==> config.mk <==
export PLATFORM = sky130hd
export DESIGN_NAME = uart_rx
export DESIGN_NICKNAME = d
export VERILOG_FILES = /design/src/rtl/uart_pkg.sv /design/src/rtl/uart_sync2.sv /design/src/rtl/uart_rx.sv
export SDC_FILE = /design/constraint.sdc
export NUM_CORES = 1
export LEC_CHECK = 0
export BUFFER_PORTS_ARGS = -buffer_cell sky130_fd_sc_hd__clkbuf_2
export CAP_MARGIN = 0
export CORE_MARGIN = 3
export CORE_UTILIZATION = 35
export CTS_CLUSTER_DIAMETER = 50
export DETAILED_ROUTE_END_ITERATION = 6
export PLACE_DENSITY_LB_ADDON = 0.15
export RECOVER_POWER = 100
export SKIP_LAST_GASP = 1
export SYNTH_ARGS = -nofsm -noshare
export SYNTH_HDL_FRONTEND = slang
export SYNTH_SLANG_ARGS = --single-unit
==> constraint.sdc <==
create_clock -name clk -period 3.31 [get_ports clk]
set_input_delay 0.1655 -clock clk [delete_from_list [all_inputs] [get_ports clk]]
set_output_delay 0.1655 -clock clk [all_outputs]
set_load 0.02 [all_outputs]
==> src/rtl/uart_pkg.sv <==
// Shared UART constants: receiver state encoding, default frame geometry and parity modes.
package uart_pkg;

  typedef enum logic [2:0] {
    RX_IDLE,
    RX_START,
    RX_DATA,
    RX_PARITY,
    RX_STOP,
    RX_BREAK
  } rx_state_e;

  localparam int DEF_OVERSAMPLE = 16;
  localparam int DEF_DATA_WIDTH = 8;

  localparam bit PARITY_EVEN = 1'b0;
  localparam bit PARITY_ODD  = 1'b1;

endpackage

==> src/rtl/uart_sync2.sv <==
// Two-flop synchronizer for asynchronous single-bit inputs (rx, cts, ...).
module uart_sync2
  import uart_pkg::*;
#(
  parameter logic RESET_VAL = 1'b1
) (
  input  logic clk,
  input  logic rst,
  input  logic d_i,
  output logic q_o
);

  logic meta_q;
  logic sync_q;

  always_ff @(posedge clk) begin
    if (rst) begin
      meta_q <= RESET_VAL;
      sync_q <= RESET_VAL;
    end else begin
      meta_q <= d_i;
      sync_q <= meta_q;
    end
  end

  assign q_o = sync_q;

endmodule

==> src/rtl/uart_rx.sv <==
// Oversampling UART receiver: start qualification, LSB-first data, optional parity, stop check.
module uart_rx
  import uart_pkg::*;
#(
  parameter int DATA_WIDTH = DEF_DATA_WIDTH,
  parameter int OVERSAMPLE = DEF_OVERSAMPLE,
  parameter bit PARITY_EN  = 1'b1,
  parameter bit PARITY_ODD = PARITY_EVEN
) (
  input  logic                  clk,
  input  logic                  rst,
  input  logic                  sample_tick,
  input  logic                  rx_data_in,
  output logic [DATA_WIDTH-1:0] rx_data_out,
  output logic                  rx_valid,
  output logic                  parity_error,
  output logic                  framing_error,
  output logic                  rx_busy
);

  localparam int CNT_W = $clog2(OVERSAMPLE);
  localparam int BIT_W = $clog2(DATA_WIDTH);
  localparam logic [CNT_W-1:0] CNT_MID  = CNT_W'(OVERSAMPLE / 2 - 1);
  localparam logic [CNT_W-1:0] CNT_LAST = CNT_W'(OVERSAMPLE - 1);
  localparam logic [BIT_W-1:0] BIT_LAST = BIT_W'(DATA_WIDTH - 1);

  logic rx_s;

  uart_sync2 #(
    .RESET_VAL(1'b1)
  ) u_sync (
    .clk(clk),
    .rst(rst),
    .d_i(rx_data_in),
    .q_o(rx_s)
  );

  rx_state_e             state_q, state_d;
  logic [CNT_W-1:0]      cnt_q,   cnt_d;
  logic [BIT_W-1:0]      bit_q,   bit_d;
  logic [DATA_WIDTH-1:0] shift_q, shift_d;
  logic                  perr_q,  perr_d;
  logic [DATA_WIDTH-1:0] data_q,  data_d;
  logic                  valid_q, valid_d;
  logic                  pe_q,    pe_d;
  logic                  fe_q,    fe_d;

  always_ff @(posedge clk) begin
    if (rst) begin
      state_q <= RX_IDLE;
      cnt_q   <= '0;
      bit_q   <= '0;
      shift_q <= '0;
      perr_q  <= 1'b0;
      data_q  <= '0;
      valid_q <= 1'b0;
      pe_q    <= 1'b0;
      fe_q    <= 1'b0;
    end else begin
      state_q <= state_d;
      cnt_q   <= cnt_d;
      bit_q   <= bit_d;
      shift_q <= shift_d;
      perr_q  <= perr_d;
      data_q  <= data_d;
      valid_q <= valid_d;
      pe_q    <= pe_d;
      fe_q    <= fe_d;
    end
  end

  // Every decision is gated by sample_tick, so a tick gap freezes the whole receiver.
  always_comb begin
    state_d = state_q;
    cnt_d   = cnt_q;
    bit_d   = bit_q;
    shift_d = shift_q;
    perr_d  = perr_q;
    data_d  = data_q;
    valid_d = 1'b0;
    pe_d    = pe_q;
    fe_d    = fe_q;
    if (sample_tick) begin
      cnt_d = cnt_q + 1'b1;
      unique case (state_q)
        RX_IDLE: begin
          cnt_d = '0;
          if (!rx_s) begin
            state_d = RX_START;
            perr_d  = 1'b0;
          end
        end
        RX_START: begin
          if (cnt_q == CNT_MID) begin
            cnt_d   = '0;
            bit_d   = '0;
            state_d = rx_s ? RX_IDLE : RX_DATA;
          end
        end
        RX_DATA: begin
          if (cnt_q == CNT_LAST) begin
            cnt_d          = '0;
            shift_d[bit_q] = rx_s;
            if (bit_q == BIT_LAST) begin
              state_d = PARITY_EN ? RX_PARITY : RX_STOP;
            end else begin
              bit_d = bit_q + 1'b1;
            end
          end
        end
        RX_PARITY: begin
          if (cnt_q == CNT_LAST) begin
            cnt_d   = '0;
            perr_d  = rx_s != ((^shift_q) ^ PARITY_ODD);
            state_d = RX_STOP;
          end
        end
        RX_STOP: begin
          // Returning to IDLE at mid-stop leaves half a bit to catch an immediately following start.
          if (cnt_q == CNT_LAST) begin
            cnt_d   = '0;
            valid_d = 1'b1;
            data_d  = shift_q;
            pe_d    = perr_q;
            fe_d    = !rx_s;
            state_d = rx_s ? RX_IDLE : RX_BREAK;
          end
        end
        RX_BREAK: begin
          cnt_d = '0;
          if (rx_s) begin
            state_d = RX_IDLE;
          end
        end
        default: begin
          cnt_d   = '0;
          state_d = RX_IDLE;
        end
      endcase
    end
  end

  assign rx_data_out   = data_q;
  assign rx_valid      = valid_q;
  assign parity_error  = pe_q;
  assign framing_error = fe_q;
  assign rx_busy       = (state_q != RX_IDLE);

endmodule

[Word-level counts from Yosys, hierarchy flattened]
Index checks and enable logic that the tools add are counted.
Operators by class
  mux-type cells: 24
  equal/unequal tests: 17
  bitwise logic cells: 2
  magnitude comparators: 2
  reduce and logical (&&, ||, !) cells: 14
  add/sub/neg operators: 2
Operators with widths (count)
  two-way mux 3 bit: 11
  case mux 3 bit (6 select lines): 1
  != test 2 bit, second input constant: 7
  == test 3 bit, second input constant: 3
  bitwise mux 8 bit: 1
  two-way mux 4 bit: 2
  case mux 4 bit (2 select lines): 1
  AND reduction 8 bit: 1
  parity 8 bit: 1
  == test 3 x 2 -> 1 bit, second input constant: 2
  case mux 3 bit (2 select lines): 1
  AND reduction 3 bit: 2
  OR reduction 3 bit: 2
  AND reduction 5 bit: 1
  adder 4 x 1 -> 4 bit, second input constant: 1
  == test 4 x 3 -> 1 bit, second input constant: 1
  == test 4 bit, second input constant: 1
  less-than comparator 3 x 4 -> 1 bit, second input constant: 1
  two-way mux 1 bit: 4
  AND reduction 4 bit: 1
  nonzero test 2 bit: 2
  adder 3 x 1 -> 3 bit, second input constant: 1
  demux 1 bit (select 3 bit): 1
  == test 3 x 1 -> 1 bit, second input constant: 1
  10 further kinds: 11
Storage, ports and cells
  word-level logic and storage cells: 72
  flip-flop bits (word level): 32
  bits of input ports: 4
  output and inout bits: 12

[Longest topological paths before layout]
  word-level depth: 5
  mapped depth: 7
  depth with buffers taken out: 7

[By module]
A second synthesis with hierarchy kept.
Second synthesis, totals
  cell total of the unflattened synthesis: 180
  area total of the unflattened synthesis: 1657.8 um^2
By module, submodules not included
  uart_rx: cells an instance 176, sequential area each 600.6 um^2, instances 1, area an instance 1605.3 um^2
  uart_sync2: cells an instance 4, sequential area each 40.0 um^2, instances 1, area an instance 52.6 um^2

[Worst setup path before layout]
No wires, ideal clock.
  path type: flip-flop to flip-flop
  from: reg bit_q[0]
  to: reg bit_q[0]
  path buffers: 0
  cell stages (with the launch flop): 8
  data required time: 3.240 ns
  path slack: 1.532 ns
  period minus slack after synthesis: 1.778 ns
  data arrival time: 1.708 ns
  library setup time: 0.070 ns
  cells stage by stage: dfxtp_1 ha_1 ha_1 nor3b_2 mux2i_1 or3_4 or3b_1 a21oi_1
Between the ends
  longest elaborated chain between the ends: 4
  elaborated cells between the ends (all ways): 7
  those cells by class: 1 x add/sub; 2 x eq/ne; 3 x mux; 1 x reduce/logical
Ends and longest elaborated chain
  start: declaration: line uart_rx.sv:40  | logic [BIT_W-1:0] bit_q, bit_d;
  start signal: assignment: line uart_rx.sv:62  | bit_q <= bit_d;
  adder 3 x 1 -> 3 bit: line uart_rx.sv:107  | bit_d = bit_q + 1'b1;
  two-way mux 3 bit: line uart_rx.sv:104  | if (bit_q == BIT_LAST) begin
  two-way mux 3 bit: line uart_rx.sv:101  | if (cnt_q == CNT_LAST) begin
  case mux 3 bit (2 select lines): line uart_rx.sv:85  | unique case (state_q)
Parallel ways exist; a longest one is shown, timed or not. The select of a mux whose other input is x is not followed.
A chain may end at the register's enable or synchronous reset.

[Final worst setup path]
  from: reg bit_q[1]
  to: reg bit_q[0]
Between the ends
  longest elaborated chain between the ends: 3
Ends and longest elaborated chain (line)
  == test 3 bit: uart_rx.sv:104
  != test 2 bit (no source line)
  AND reduction 5 bit (no source line)
Every way passes these cells.

==> reports/qor.yml <==
status:
  status: "completed"
global_route:
  grt_start_max_net_pins: 34
  grt_pass1_wl_mm: 5.04
  grt_pass1_vias: 1063
  track_usage_pct: 12.4
  grt_antenna_before_repair: 0
  grt_overflow: 0
die:
  rows: 23
  dieArea_mm2: 0.00526
  io_pins: 16
  die_w_um: 72.5
  core_mm2: 0.00414
  die_y_um: 72.5
  start_util_pct: 37.3
clock_tree:
  hold_buffers: 0
  cts-buffers-inserted: 5
  clockBufferDepth: 2
  path_clk_slew_ns: 0.07
  clock_sinks: 32
  cts_tree: "built"
  clock_latency_ns: 0.28
  cts_resized: 0
  cts_setup_buffers: 0
  htree_levels: 2
  root_buffer: "clkbuf_8"
critical_path:
  end_kind: "flop"
  path_cells: "ha_1 -> ha_1 -> nor3b_1 -> mux2i_1 -> or3_1 -> or3b_1 -> a21oi_1"
  required_ns: 3.51
  rrSetupSlack_ns: 1.21
  r2r-end: "bit_q[0]"
  path_class: "flop to flop"
  crit_path_max_fanout: 10
  cpMaxStageDelayCell: "dfxtp_1"
  cp_data_arrival_time_ns: 2.29
  cp_slowest_stage_delay_ns: 0.39
  r2r_start: "bit_q[1]"
  ff2ff_path_depth: 7
  crit_top_cell: "ha_1"
  crit_path_start_kind: "flop"
timing:
  hold_viol: 0
  hold_slack_ns: 0.0677
  rsz0062_at_grt: "no"
  maxSlewViolCount: 0
  timing.fmax_mhz: 477
  setup_violations: 0
  fin_worst_skew_ns: 0.00321
  period_minus_slack_ns: 2.10
  fin_crit_sh_pct: 63.4
  worst_pin_slew_ns: 1.40
  tns_ns: 0
  slew_headroom_pct: 6.54
synth:
  synth-seq-cells: 32
  syn-instance-count: 172
  synth_nets: 179
  yosysUniqueCellTypes: 40
  synth_area_mm2: 0.00155
  seq_area_frac_synth_pct: 41.4
  async_flop_share_pct: 0
  synth_area_leaders: "dfxtp_1 (41%), mux2i_1 (12%), nor2_1 (6.3%)"
  ys.flop_type: "dfxtp_1"
  syn_area_per_cell_um2: 9.00
  yosysTopAreaCell: "dfxtp_1"
  yosys_warnings: 0
  synth_edf_count: 0
  yosysTopAreaCellShare_pct: 41.4
layout:
  layout.cells.non_filler: 234
  postLayoutCellArea_mm2: 0.00169
  final.fill_count: 441
  fin_util_pct: 40.7
  area_growth_pct: 8.97
  drive_gt1_share_pct: 6.52
  antennaDiodeCount: 0
  finish.net_count: 190
detailed_routing:
  vias: 1160
  drtIter0Drc: 105
  met1Wirelength_mm: 1.60
  dr.pass1.iters: 4
  drc: 0
  met3_length_um: 117
  vias_per_cell: 4.96
  wl_met2_mm: 1.23
  routedWlPerCell_um: 12.7
  ant_nets: 0
  top_layer_used: "met4"
  routed_wl_mm: 2.98
placed_design:
  hpwl_mm: 2.02
  io_buffers: 15
  place_area_mm2: 0.00163
  place_inst: 226
  place.gp.congestion: 0.729
power:
  max-vdd-ir-drop_mv: 0.161
  p_per_area_mw_per_mm2: 426
  total_leakage_power_nw: 0.645
min_path:
  hp-start: "rx_data_in"
  holdPathEnd: "u_sync.meta_q"
  hold_class: "input port to flop"
  worstHoldPathCells: 2
run:
  maxCapViolCount: 0
[state kept, by name (all words and copies together) (netlist names)]
name and cells:
framing_error 1, bit_q 3, state_q 3, rx_valid 1
cnt_q 4, shift_q 8, rx_data_out 8, perr_q 1
u_sync.q_o 1, parity_error 1, u_sync.meta_q 1
[synthesized netlist by cell type (all sizes together) (4+ instances only)]
cell type  count
o21ai          7
nand2         10
buf            4
dfxtp         32
mux2i         18
nand3b         4
or2            4
nand3          6
clkbuf         7
nor3b          5
a21oi         12
nor2          26
xnor2          7
[placed cells by master, fill, tap and decap left out, types with 2 or more instances in the layout]
cell      count
nand2b_1      3
nand3b_1      4
or3_1         3
clkbuf_1     14
xnor2_1       7
or2_0         2
nand2_1      10
and2_1        2
nand3_1       6
a21oi_1      12
clkbuf_8      6
o21ai_0       7
ha_1          3
mux2i_1      18
nor3b_1       5
dfxtp_1      32
or2_2         2
nor2_1       26
clkbuf_2      2
[worst max path at each step]
stage	startpoint	end	cells after the start
2_1_floorplan	bit_q[0]	bit_q[0]	7
3_3_place_gp	bit_q[1]	bit_q[0]	7
5_1_grt	cnt_q[0]	rx_data_out[4]	5
6_report	bit_q[1]	bit_q[0]	7
3_5_place_dp	bit_q[1]	bit_q[0]	7
4_1_cts	bit_q[1]	bit_q[0]	7
[report_power, final]
part / switching (mW) / total [mW] / internal [mW] / leakage, nW
Clock: 0.140 / 0.309 / 0.169 / 0.0445
Combinational: 0.0132 / 0.0195 / 0.00631 / 0.343
Sequential: 0.00331 / 0.390 / 0.387 / 0.258
[area by class of cell]
| class | count | area [um2] | share of cell area [%] |
|---|---|---|---|
| clock buffers | 7 | 86.3 | 5.12 |
| repair buffers | 15 | 58.8 | 3.49 |
| well taps | 50 | 62.6 | 3.71 |
| multi-input cells | 128 | 827 | 49.0 |
| clock inverters | 1 | 7.51 | 0.445 |
| flip-flops and latches | 32 | 641 | 38.0 |
| inverters | 1 | 3.75 | 0.223 |
[stage by stage]
step / power, mW / setup WS [ns]
3_5_place_dp: 0.419 / 1.32
2_1_floorplan: 0.413 / 1.53
6_report: 0.718 / 1.21
3_3_place_gp: 0.419 / 1.36
5_1_grt: 0.750 / 1.05
4_1_cts: 0.734 / 1.29
[logic make-up after synthesis]
family,Yosys count,share of synthesized area (%)
xor gates and xnor gates,8,4.53
buffers and inverters,12,3.64
DFF,32,41.4
and+or+nand+nor,74,26.8
muxes,18,11.6
AOI/OAI and AO/OA,25,9.62
adders and majority gates,3,2.43
[routing by layer]
| layer | track usage, % | vias up |
|---|---|---|
| met5 | 0 | - |
| met4 | 4.92 | 0 |
| met3 | 4.29 | 5 |
| met2 | 17.2 | 16 |
| met1 | 17.5 | 526 |
| li1 | - | 613 |
[critical path: cells and delay by family, from the launching register on]
kind                     cells  cell delay, ns
flip-flops                   1            0.39
AO/OA/AOI/OAI                1            0.12
multiplexers                 1            0.10
adder cells (fa/ha/maj)      2            0.43
AND/OR/NAND/NOR              3            0.97
(Power assumes the default switching activity.)
